## src/rtl/keypad_scanner.sv

```systemverilog
// keypad_scanner: 4x4 matrix keypad scanner with debounce.
//
// Drives one keypad row low at a time, samples the (synchronized) columns once
// per scan tick, debounces both press and release, and reports the accepted
// key as row*4 + column.
//
// Ports:
//   clk         in   sole clock, rising edge
//   rst         in   synchronous, active-low reset
//   col_in[3:0] in   keypad columns, active-low, asynchronous to clk
//   row_out[3:0] out row drive, active-low, exactly one bit low
//   key_code[3:0] out last accepted key (held across release)
//   key_valid   out  one-clock pulse on acceptance
//   key_pressed out  level, high from acceptance until release is accepted
//   dbg_state[1:0] out current FSM state (0 SCAN, 1 DEBOUNCE, 2 HOLD)
//
// Handshake: key_valid is a pure strobe with no ready; a consumer that wants
// the key must capture key_code in the cycle key_valid is high (key_code also
// stays stable until the next acceptance).
module keypad_scanner #(
    parameter int SCAN_DIV       = 1024,
    parameter int DEBOUNCE_SCANS = 16
) (
    input  logic       clk,
    input  logic       rst,
    input  logic [3:0] col_in,
    output logic [3:0] row_out,
    output logic [3:0] key_code,
    output logic       key_valid,
    output logic       key_pressed,
    output logic [1:0] dbg_state
);

    localparam int TICK_W = (SCAN_DIV > 1) ? $clog2(SCAN_DIV) : 1;
    // Match/release counters must hold DEBOUNCE_SCANS itself.
    localparam int CNT_W  = $clog2(DEBOUNCE_SCANS + 1);

    localparam logic [TICK_W-1:0] TICK_LAST = TICK_W'(SCAN_DIV - 1);
    localparam logic [TICK_W-1:0] TICK_ONE  = TICK_W'(1);
    localparam logic [CNT_W-1:0]  CNT_DONE  = CNT_W'(DEBOUNCE_SCANS);
    localparam logic [CNT_W-1:0]  CNT_ONE   = CNT_W'(1);

    typedef enum logic [1:0] {
        ST_SCAN     = 2'd0,
        ST_DEBOUNCE = 2'd1,
        ST_HOLD     = 2'd2
    } state_t;

    logic [3:0]        sync1_q, sync1_d;
    logic [3:0]        col_s_q, col_s_d;
    logic [TICK_W-1:0] tick_cnt_q, tick_cnt_d;
    state_t            state_q, state_d;
    logic [1:0]        r_q, r_d;
    logic [3:0]        pat_q, pat_d;
    logic [1:0]        row_q, row_d;
    logic [CNT_W-1:0]  match_q, match_d;
    logic [CNT_W-1:0]  rel_q, rel_d;
    logic [3:0]        key_code_q, key_code_d;
    logic              key_valid_q, key_valid_d;
    logic              key_pressed_q, key_pressed_d;
    logic              tick;

    // Lowest-index zero bit: several keys down in one row resolve to the
    // lowest column.
    function automatic logic [1:0] lowest_zero(input logic [3:0] p);
        if (!p[0])      return 2'd0;
        else if (!p[1]) return 2'd1;
        else if (!p[2]) return 2'd2;
        else            return 2'd3;
    endfunction

    always_comb begin
        tick          = (tick_cnt_q == TICK_LAST);
        sync1_d       = col_in;
        col_s_d       = sync1_q;
        tick_cnt_d    = tick ? '0 : tick_cnt_q + TICK_ONE;
        state_d       = state_q;
        r_d           = r_q;
        pat_d         = pat_q;
        row_d         = row_q;
        match_d       = match_q;
        rel_d         = rel_q;
        key_code_d    = key_code_q;
        key_valid_d   = 1'b0;
        key_pressed_d = key_pressed_q;

        if (tick) begin
            case (state_q)
                ST_SCAN: begin
                    if (col_s_q == 4'hF) begin
                        r_d = r_q + 2'd1;
                    end else begin
                        pat_d   = col_s_q;
                        row_d   = r_q;
                        match_d = CNT_ONE;
                        // A single-sample debounce accepts on the detection tick.
                        if (CNT_ONE == CNT_DONE) begin
                            key_valid_d   = 1'b1;
                            key_code_d    = {r_q, lowest_zero(col_s_q)};
                            key_pressed_d = 1'b1;
                            rel_d         = '0;
                            state_d       = ST_HOLD;
                        end else begin
                            state_d = ST_DEBOUNCE;
                        end
                    end
                end
                ST_DEBOUNCE: begin
                    if (col_s_q == pat_q) begin
                        match_d = match_q + CNT_ONE;
                        if (match_d == CNT_DONE) begin
                            key_valid_d   = 1'b1;
                            key_code_d    = {row_q, lowest_zero(pat_q)};
                            key_pressed_d = 1'b1;
                            rel_d         = '0;
                            state_d       = ST_HOLD;
                        end
                    end else begin
                        // Any other sample (idle or a new pattern) aborts.
                        match_d = '0;
                        r_d     = r_q + 2'd1;
                        state_d = ST_SCAN;
                    end
                end
                ST_HOLD: begin
                    if (col_s_q == 4'hF) begin
                        rel_d = rel_q + CNT_ONE;
                        if (rel_d == CNT_DONE) begin
                            rel_d         = '0;
                            key_pressed_d = 1'b0;
                            r_d           = r_q + 2'd1;
                            state_d       = ST_SCAN;
                        end
                    end else begin
                        rel_d = '0;
                    end
                end
                default: begin
                    state_d = ST_SCAN;
                end
            endcase
        end
    end

    always_ff @(posedge clk) begin
        if (!rst) begin
            sync1_q       <= 4'hF;
            col_s_q       <= 4'hF;
            tick_cnt_q    <= '0;
            state_q       <= ST_SCAN;
            r_q           <= 2'd0;
            pat_q         <= 4'hF;
            row_q         <= 2'd0;
            match_q       <= '0;
            rel_q         <= '0;
            key_code_q    <= 4'h0;
            key_valid_q   <= 1'b0;
            key_pressed_q <= 1'b0;
        end else begin
            sync1_q       <= sync1_d;
            col_s_q       <= col_s_d;
            tick_cnt_q    <= tick_cnt_d;
            state_q       <= state_d;
            r_q           <= r_d;
            pat_q         <= pat_d;
            row_q         <= row_d;
            match_q       <= match_d;
            rel_q         <= rel_d;
            key_code_q    <= key_code_d;
            key_valid_q   <= key_valid_d;
            key_pressed_q <= key_pressed_d;
        end
    end

    assign row_out     = ~(4'b0001 << r_q);
    assign key_code    = key_code_q;
    assign key_valid   = key_valid_q;
    assign key_pressed = key_pressed_q;
    assign dbg_state   = state_q;

endmodule

```

## config.mk

```make
export PLATFORM = sky130hd
export DESIGN_NAME = keypad_scanner
export DESIGN_NICKNAME = d
export VERILOG_FILES = /design/src/rtl/keypad_scanner.sv
export SDC_FILE = /design/constraint.sdc
export NUM_CORES = 1
export LEC_CHECK = 0
export BUFFER_PORTS_ARGS = -buffer_cell sky130_fd_sc_hd__buf_2
export CAP_MARGIN = 40
export CORE_MARGIN = 10
export CORE_UTILIZATION = 59
export CTS_BUF_LIST = sky130_fd_sc_hd__clkbuf_8
export CTS_CLUSTER_DIAMETER = 40
export DETAILED_ROUTE_END_ITERATION = 12
export PLACE_DENSITY = 0.85
export SLEW_MARGIN = 25
export SYNTH_ARGS = -nofsm -noshare
export SYNTH_HDL_FRONTEND = slang
export SYNTH_SLANG_ARGS = --single-unit
```

## constraint.sdc

```tcl
create_clock -name clk -period 6.25 [get_ports clk]
set_clock_uncertainty 0.15 [all_clocks]
set_input_delay 0.3125 -clock clk [delete_from_list [all_inputs] [get_ports clk]]
set_output_delay 0.3125 -clock clk [all_outputs]
set_load 0.1 [all_outputs]
```

==> metrics.txt, run 1 <==
Cell Rows 21; largest net degree at the start of global routing 29; total core area 3360 um2; DR pass1 iterations 4; H-tree level count 2; DRC Markers 0; top cell type's share of synthesized area 42.4%; RSZ-0062 raised after global routing false; post-synthesis sequential area ratio 42.4%; Iteration-0 DRC Markers 111; Starting Density 61.8%; Min-Delay Path Class in -> reg; Worst setup EP type register; final worst path period share 35.4%; TritonCTS Buffers 5; final antenna-violating net count 0; startpoint types register; total die area 6290 um2; final non-filler cell total 295; clock tree from TritonCTS built; Ant. Diodes 0; critical path's slowest cell or4_1; static leakage power 0.958 nW; Max Slew Vio Count 0; # hold bufs at CTS 0; IO Pins 18; # setup viols final 0; worst-skew pair later-pin latency 0.30 ns; Synth area leaders dfxtp_1 42%, mux2i_1 6.3%, ha_1 6.0%; fin area 2300 um2; CTS root buf clkbuf_8; maximum clock frequency 452 MHz; Sum Neg Setup Slack 0 ns; Crit path buffers/inverters 0; DR vias/cell 5.59; Synth Register Bits 44; Final HPWL DP 2.83 mm; Final Hold Violating Endpoints 0; max cap viols 0; Longest Clk Path Bufs 2; WL/cell 13.4 um; Worst Path Required 6.32 ns; status complete, no violations; DIE WIDTH 79.3 um; CTS Sinks 44; chip height 79.3 um; area delta synth->final 10.8%; All-Layer GR Usage 13.4%; delay-heaviest family, CP simple AND/OR/NAND/NOR gates; layout cells sized above 1 11.2%; post-CTS setup buffers 0; PortBufs 17; crit-path max FO 8; Ys Warns 0; path type of the worst setup path reg -> reg; GPL Wtd Cong 0.808; first-pass GRT wire length 7.08 mm; post-synthesis cell type count 41; Critical Path AT 2.28 ns; initial antenna violation count 0; syn_nets 247; VDD IR max 0.186 mV; Via Count 1648; vias in the first global route 1645; Rel. slew slack 57.6%; most common cell after layout, fill and taps aside dfxtp_1; Reg clk slew, reported paths 0.08 ns; dpl cells 287; remaining global-route overflow 0; Cell Area, Synth 2080 um2; Syn Inst Count 231; placed inst area 2190 um2; pwr dens 227 nW/um2; Yosys top cell by area dfxtp_1; max incr delay on CP 0.51 ns; post-synthesis area per instance 8.99 um2; Nets 264; final WL 3.95 mm; post-CTS sizing 0; most frequent cells in the layout 44 x dfxtp_1, 30 x nand2_1, 17 x nor2_1, 17 x buf_2, 13 x mux2i_1; worst path cell trace ha_1, and4_4, and3_1, o211ai_4, or4_1, a21oi_1; Worst Max-Slew Pin Slew 0.630 ns; fin crit period 2.21 ns
-- where the power goes --
group / internal (mW) / total, mW / switching (mW)
logic: 0.00652 / 0.0173 / 0.0108
registers: 0.285 / 0.288 / 0.00349
clock network: 0.118 / 0.217 / 0.0983
-- per-stage QoR --
step | power, mW | setup slack, ns | util, % | hold WS, ns
finish | 0.522 | 4.04 | 68.4 | 0.0390
global route | 0.536 | 3.87 | 68.4 | 0.0307
CTS | 0.524 | 4.04 | 68.4 | 0.0341
detailed placement | 0.312 | 3.98 | 65.1 | 0.241
global placement | 0.311 | 4.04 | 65.1 | 0.239
floorplan | 0.307 | 3.59 | - | 0.236
-- metal layers --
metal	vias to the layer above	wire (um)	track usage, %
li1	848	-	-
met2	45	1790	22.7
met5	-	0	0
met1	746	1870	15.5
met4	0	92	6.63
met3	9	194	3.15
-- kinds of logic (layout without fill, tap and decap cells) --
family          count (synthesis)  count (layout)  share of synthesized area, %
simple gates                   99              99                          25.2
compound gates                 33              33                          11.3
fa+ha+maj                      10              10                          6.02
mux                            13              13                          6.26
flops                          44              44                          42.4
xor+xnor                       12              12                          5.06
buf+inv                        20              38                          3.79
-- layout make-up --
| cell class | count | area [um2] |
|---|---|---|
| multi-input combinational | 167 | 1120 |
| inverter | 13 | 48.8 |
| fill | 296 | 1060 |
| clock buffer | 5 | 68.8 |
| tap | 46 | 57.6 |
| sequential | 44 | 881 |
| timing repair buffer | 17 | 85.1 |
| clock inverter | 3 | 42.5 |
-- worst reg2reg max path: stages (launching register included) --
cell and delay, ns:
dfxtp_1 0.35, ha_1 0.23, and4_4 0.26, and3_1 0.32, o211ai_4 0.16, or4_1 0.51, a21oi_1 0.15
-- worst paths after layout --
kind                                   end  slack (ns)           from  depth (start not counted)
worst max-delay path            match_q[4]        4.04  tick_cnt_q[0]                          6
worst min-delay path            col_s_d[1]        0.04      col_in[1]                          2
worst max register to register  match_q[4]        4.04  tick_cnt_q[0]                          6
worst min register to register  col_s_q[3]        0.26     col_s_d[3]                          1
-- cell usage after synthesis (all sizes together) --
| master | count |
|---|---|
| a21oi | 11 |
| xor2 | 8 |
| ha | 10 |
| clkinv | 1 |
| o22ai | 1 |
| nand2 | 30 |
| nor2 | 17 |
| and4b | 1 |
| a2bb2oi | 3 |
| or2 | 2 |
| buf | 2 |
| nand2b | 10 |
| or4b | 1 |
| mux2i | 13 |
| nand3 | 9 |
| o211a | 2 |
| a32oi | 1 |
| clkbuf | 5 |
| inv | 12 |
| dfxtp | 44 |
| or3 | 1 |
| xnor2 | 4 |
| a2111oi | 1 |
| or4 | 5 |
| o21ai | 3 |
| nand4 | 6 |
| a32o | 1 |
| nor2b | 3 |
| nor3b | 1 |
| and3 | 6 |
| a31oi | 5 |
| o32ai | 1 |
| nor4b | 1 |
| o211ai | 1 |
| nor3 | 2 |
| o21bai | 1 |
| and4 | 4 |
| o31ai | 2 |
-- sequential cells by signal (all words and copies together), names as in the netlist --
register / flops
key_pressed: 1
pat_q: 4
col_s_d: 4
col_s_q: 4
dbg_state: 2
tick_cnt_q: 10
key_valid: 1
row_q: 2
match_q: 5
r_q: 2
key_code: 4
rel_q: 5
(Power assumes the default switching activity.)
==> run 2, diff against run 1 <==
- clock period: 6.25 -> 2.1 ns (I/O delays scaled with it)
==> run 2 against run 1 <==
  * Core utilization increased by 6.0 points
  * Non-clock buffer count up 21
  * Design area increased by 8.8%
  * Sequential power grew to 3.0 times the previous value
==> metrics.txt, run 2 (synthesis results as in run 1) <==
critical path's slowest cell dfxtp_1; GPL Wtd Cong 0.831; biggest regs tick_cnt_q x10, match_q x5, rel_q x5; Max Slew Vio Count 0; WL/cell 14.5 um; Largest Register tick_cnt_q; VDD IR max 0.683 mV; most common cell after layout, fill and taps aside dfxtp_1; TritonCTS Buffers 5; max cap viols 0; PortBufs 17; All-Layer GR Usage 15.4%; fin area 2500 um2; pwr dens 596 nW/um2; Int Pwr 1.12 mW; Via Count 1783; path type of the worst setup path reg -> reg; Longest Clk Path Bufs 2; worst-skew pair later-pin latency 0.31 ns; clock network fraction of total power 37.8%; # setup viols final 0; first-pass GRT wire length 7.91 mm; status complete, no violations; Min-Delay Path Class reg -> reg; final WL 4.59 mm; CTS root buf clkbuf_8; final antenna-violating net count 0; vias in the first global route 1769; Final HPWL DP 3.14 mm; Switching Share 24.7%; DRC Markers 0; Seq pwr share 57.4%; Cell Rows 21; H-tree level count 2; maximum clock frequency 511 MHz; Final Hold Violating Endpoints 0; fillers 248; Rel. slew slack 66.8%; most frequent cells in the layout 40 x dfxtp_1, 29 x nand2_1, 17 x nor2_1, 17 x buf_2; startpoint types register; Comb pwr share 4.8%; remaining global-route overflow 0; clock tree from TritonCTS built; crit-path max FO 8; area delta synth->final 20.5%; largest net degree at the start of global routing 19; final worst path period share 93.2%; worst path cell trace xor2_1, nor3_2, nand3_2, buf_4, o211a_1, mux2i_1; FF/Latch Area 891 um2; fin crit period 1.96 ns; DR vias/cell 5.64; layout cells sized above 1 18.5%; Reg clk slew, reported paths 0.09 ns; footprint of the multi-input gates 1150 um2; Worst Max-Slew Pin Slew 0.501 ns; Ant. Diodes 0; Crit path buffers/inverters 1; total core area 3360 um2; DR pass1 iterations 4; total die area 6290 um2; DIE WIDTH 79.3 um; Nets 285; Net Sw Power 0.369 mW; initial antenna violation count 0; Iteration-0 DRC Markers 136; max incr delay on CP 0.35 ns; IO Pins 18; Starting Density 61.8%; Overall Power 1.49 mW; Critical Path AT 2.03 ns; placed inst area 2300 um2; chip height 79.3 um; max reg flops 10; static leakage power 1.04 nW; Worst Path Required 2.18 ns; Worst setup EP type register; delay-heaviest family, CP simple AND/OR/NAND/NOR gates; CTS Sinks 44
[run 2: what timing repair did]
action	in CTS	in global routing
hold buffers	8	0
endpoints found under the setup margin	0	7
setup buffers	0	0
endpoints found under the hold margin	8	0
gates resized for setup	0	9
[run 2: final cells by class]
type | instances | share of cell area, %
clock buffers | 5 | 2.75
clock inverters | 3 | 1.05
inverters | 13 | 1.95
multi-input cells | 167 | 45.8
flip-flops and latches | 44 | 35.6
well taps | 46 | 2.30
repair buffers | 38 | 10.5
[run 2: layer usage]
| metal | global-route usage, % | routed length (um) | vias to the layer above |
|---|---|---|---|
| met1 | 17.0 | 1960 | 838 |
| met4 | 7.71 | 119 | 0 |
| li1 | - | - | 886 |
| met5 | 0 | 0 | - |
| met3 | 4.28 | 224 | 14 |
| met2 | 26.4 | 2280 | 45 |
[run 2: final timing paths]
kind	to	startpoint	cells after the start	slack [ns]
min reg2reg	col_s_q[2]	col_s_d[2]	1	0.27
max reg2reg	dbg_state[0]	pat_q[0]	6	0.14
min	col_s_q[2]	col_s_d[2]	1	0.27
max	dbg_state[0]	pat_q[0]	6	0.14
[run 2: power by group through the flow]
stage               Sequential, mW  Clock [mW]  Combinational (mW)
CTS                          0.856       0.565              0.0688
detailed placement           0.875           0              0.0573
global route                 0.859       0.598              0.0789
global placement             0.874           0              0.0552
finish                       0.856       0.563              0.0721
floorplan                    0.872           0              0.0393
[run 2: through the flow]
stage	hold WS [ns]	setup WS (ns)	instances	setup TNS [ns]	utilization, %
floorplan	0.0565	0.00109	231	0	-
global placement	0.134	0.165	300	0	68.3
detailed placement	0.141	0.102	300	0	68.3
CTS	0.269	0.0690	316	0	73.5
global route	0.288	-0.0130	316	-0.0130	74.4
finish	0.265	0.143	316	0	74.4
[run 2: worst register-to-register path, delay by kind of cell (launching register included)]
| kind | cells | cell delay (ns) |
|---|---|---|
| xor+xnor | 1 | 0.18 |
| simple gates | 2 | 0.55 |
| mux | 1 | 0.19 |
| compound gates | 1 | 0.24 |
| flops | 1 | 0.35 |
| buf+inv | 1 | 0.21 |
==> run 3, diff against run 2 <==
- RECOVER_POWER: default -> 25
==> run 3 against run 2 <==
  * Non-clock buffer count unchanged
  * Via count rose by 1.0%
  * Final cell count unchanged
  * Critical path type unchanged
  * Critical endpoint is now rel_q[2]
  * Highest routed layer unchanged
==> metrics.txt, run 3 (synthesis results as in run 1) <==
All-Layer GR Usage 15.4%; dpl cells 300; first-pass GRT wire length 7.91 mm; maximum clock frequency 509 MHz; Critical Path AT 2.04 ns; reg2reg setup slack 0.13 ns; remaining global-route overflow 0; placed inst area 2300 um2; CTS Sinks 44; Nets 285; vias in the first global route 1769; Starting Density 61.8%; H-tree level count 2; final non-filler cell total 316; final worst path period share 93.6%; fin area 2490 um2; DR pass1 iterations 4; Worst Max-Slew Pin Slew 1.18 ns; # setup viols final 0; most frequent cells in the layout 40 x dfxtp_1, 29 x nand2_1, 17 x nor2_1; status complete, no violations; Final Hold Violating Endpoints 0; most common cell after layout, fill and taps aside dfxtp_1; launch point of the worst reg-to-reg path dbg_state[1]; fin crit period 1.97 ns; pwr dens 597 nW/um2; Hold Path Cell Cnt 1; cell mode on critical path a31oi_1; TritonCTS Buffers 5; path type of the worst setup path reg -> reg; Via Count 1801; Largest Register tick_cnt_q; total core area 3360 um2; critical path's slowest cell or4_1; chip height 79.3 um; IO Pins 18; Max Slew Vio Count 0; WHS Endpoint col_s_q[2]; Longest Clk Path Bufs 2; crit-path max FO 6; worst path cell trace inv_1, ha_4, and4_1, a31oi_1, or4_1, a31oi_1; CTS root buf clkbuf_8; Overall Power 1.48 mW; Final HPWL DP 3.14 mm; total die area 6290 um2; max incr delay on CP 0.52 ns; Iteration-0 DRC Markers 153; GPL Wtd Cong 0.831; min-delay src col_s_d[2]; Min-Delay Path Class reg -> reg; DR vias/cell 5.70; Reg-to-Reg End rel_q[2]; startpoint types register; Reg2Reg Depth 6; final antenna-violating net count 0; final WL 4.61 mm; Worst Path Required 2.18 ns; WL/cell 14.6 um; initial antenna violation count 0; Post-Place Setup Slack 0.102 ns; max cap viols 0; DIE WIDTH 79.3 um; max reg flops 10; area delta synth->final 19.8%; PortBufs 17; biggest regs tick_cnt_q x10, match_q x5, rel_q x5; DRC Markers 0; Setup crit start dbg_state[1]; Worst setup EP type register; largest net degree at the start of global routing 19; worst-skew pair later-pin latency 0.30 ns; final worst slack 0.134 ns; static leakage power 1.01 nW; Rel. slew slack 22.0%; Cell Rows 21; clock tree from TritonCTS built; layout cells sized above 1 15.6%; VDD IR max 0.684 mV; Ant. Diodes 0; Reg clk slew, reported paths 0.09 ns
run 3: cell count changes in the layout (fill, tap and decap cells not counted), sizes merged:
cell    before  now
buf         30   22
clkbuf       5   13
run 3: layer usage:
metal	part of all wire, %	track usage (%)	up-vias
met3	5.9	4.28	12
met1	42	17.0	842
met5	0	0	-
met4	2.3	7.71	0
met2	50	26.4	58
li1	-	-	889
run 3: final cells by class:
cell class / instances / area (um2)
well taps: 46 / 57.6
flip-flops and latches: 44 / 891
clock buffers: 5 / 68.8
fillers: 256 / 876
inverters: 13 / 48.8
clock inverters: 3 / 26.3
multi-input cells: 167 / 1150
repair buffers: 38 / 248
run 3: report_power, final:
group / internal, mW / leakage [nW] / switching (mW) / total [mW]
Clock: 0.245 / 0.0491 / 0.313 / 0.558
Sequential: 0.845 / 0.360 / 0.0113 / 0.856
Combinational: 0.0313 / 0.602 / 0.0391 / 0.0704
Total: 1.12 / 1.01 / 0.363 / 1.48
run 3: what timing repair did:
item | CTS | global route
hold buffers | 8 | 0
resized for setup | 0 | 9
endpoints found under the setup margin | 0 | 7
buffers inserted | 0 | 0
hold endpoints to repair | 8 | 0
run 3: stage by stage:
step	hold WS, ns	TNS, ns	utilization [%]
finish	0.265	0	74.0
global route	0.288	-0.0130	74.0
CTS	0.269	0	73.5
detailed placement	0.141	0	68.3
global placement	0.134	0	68.3
floorplan	0.0565	0	-
run 3: worst max path at each step:
stage / end / slack (ns) / cells after the start
finish: rel_q[2] / 0.13 / 6
global route: dbg_state[0] / -0.01 / 6
CTS: dbg_state[0] / 0.07 / 6
detailed placement: match_q[3] / 0.10 / 5
global placement: match_q[3] / 0.17 / 6
floorplan: match_q[4] / 0.001 / 7
run 3: worst max-delay path: cells and delay by family, from the launching register on:
family                     cells  cell delay, ns
and+or+nand+nor                2            0.77
adders and majority gates      1            0.19
buffers and inverters          1            0.12
DFF                            1            0.36
AOI/OAI and AO/OA              2            0.30
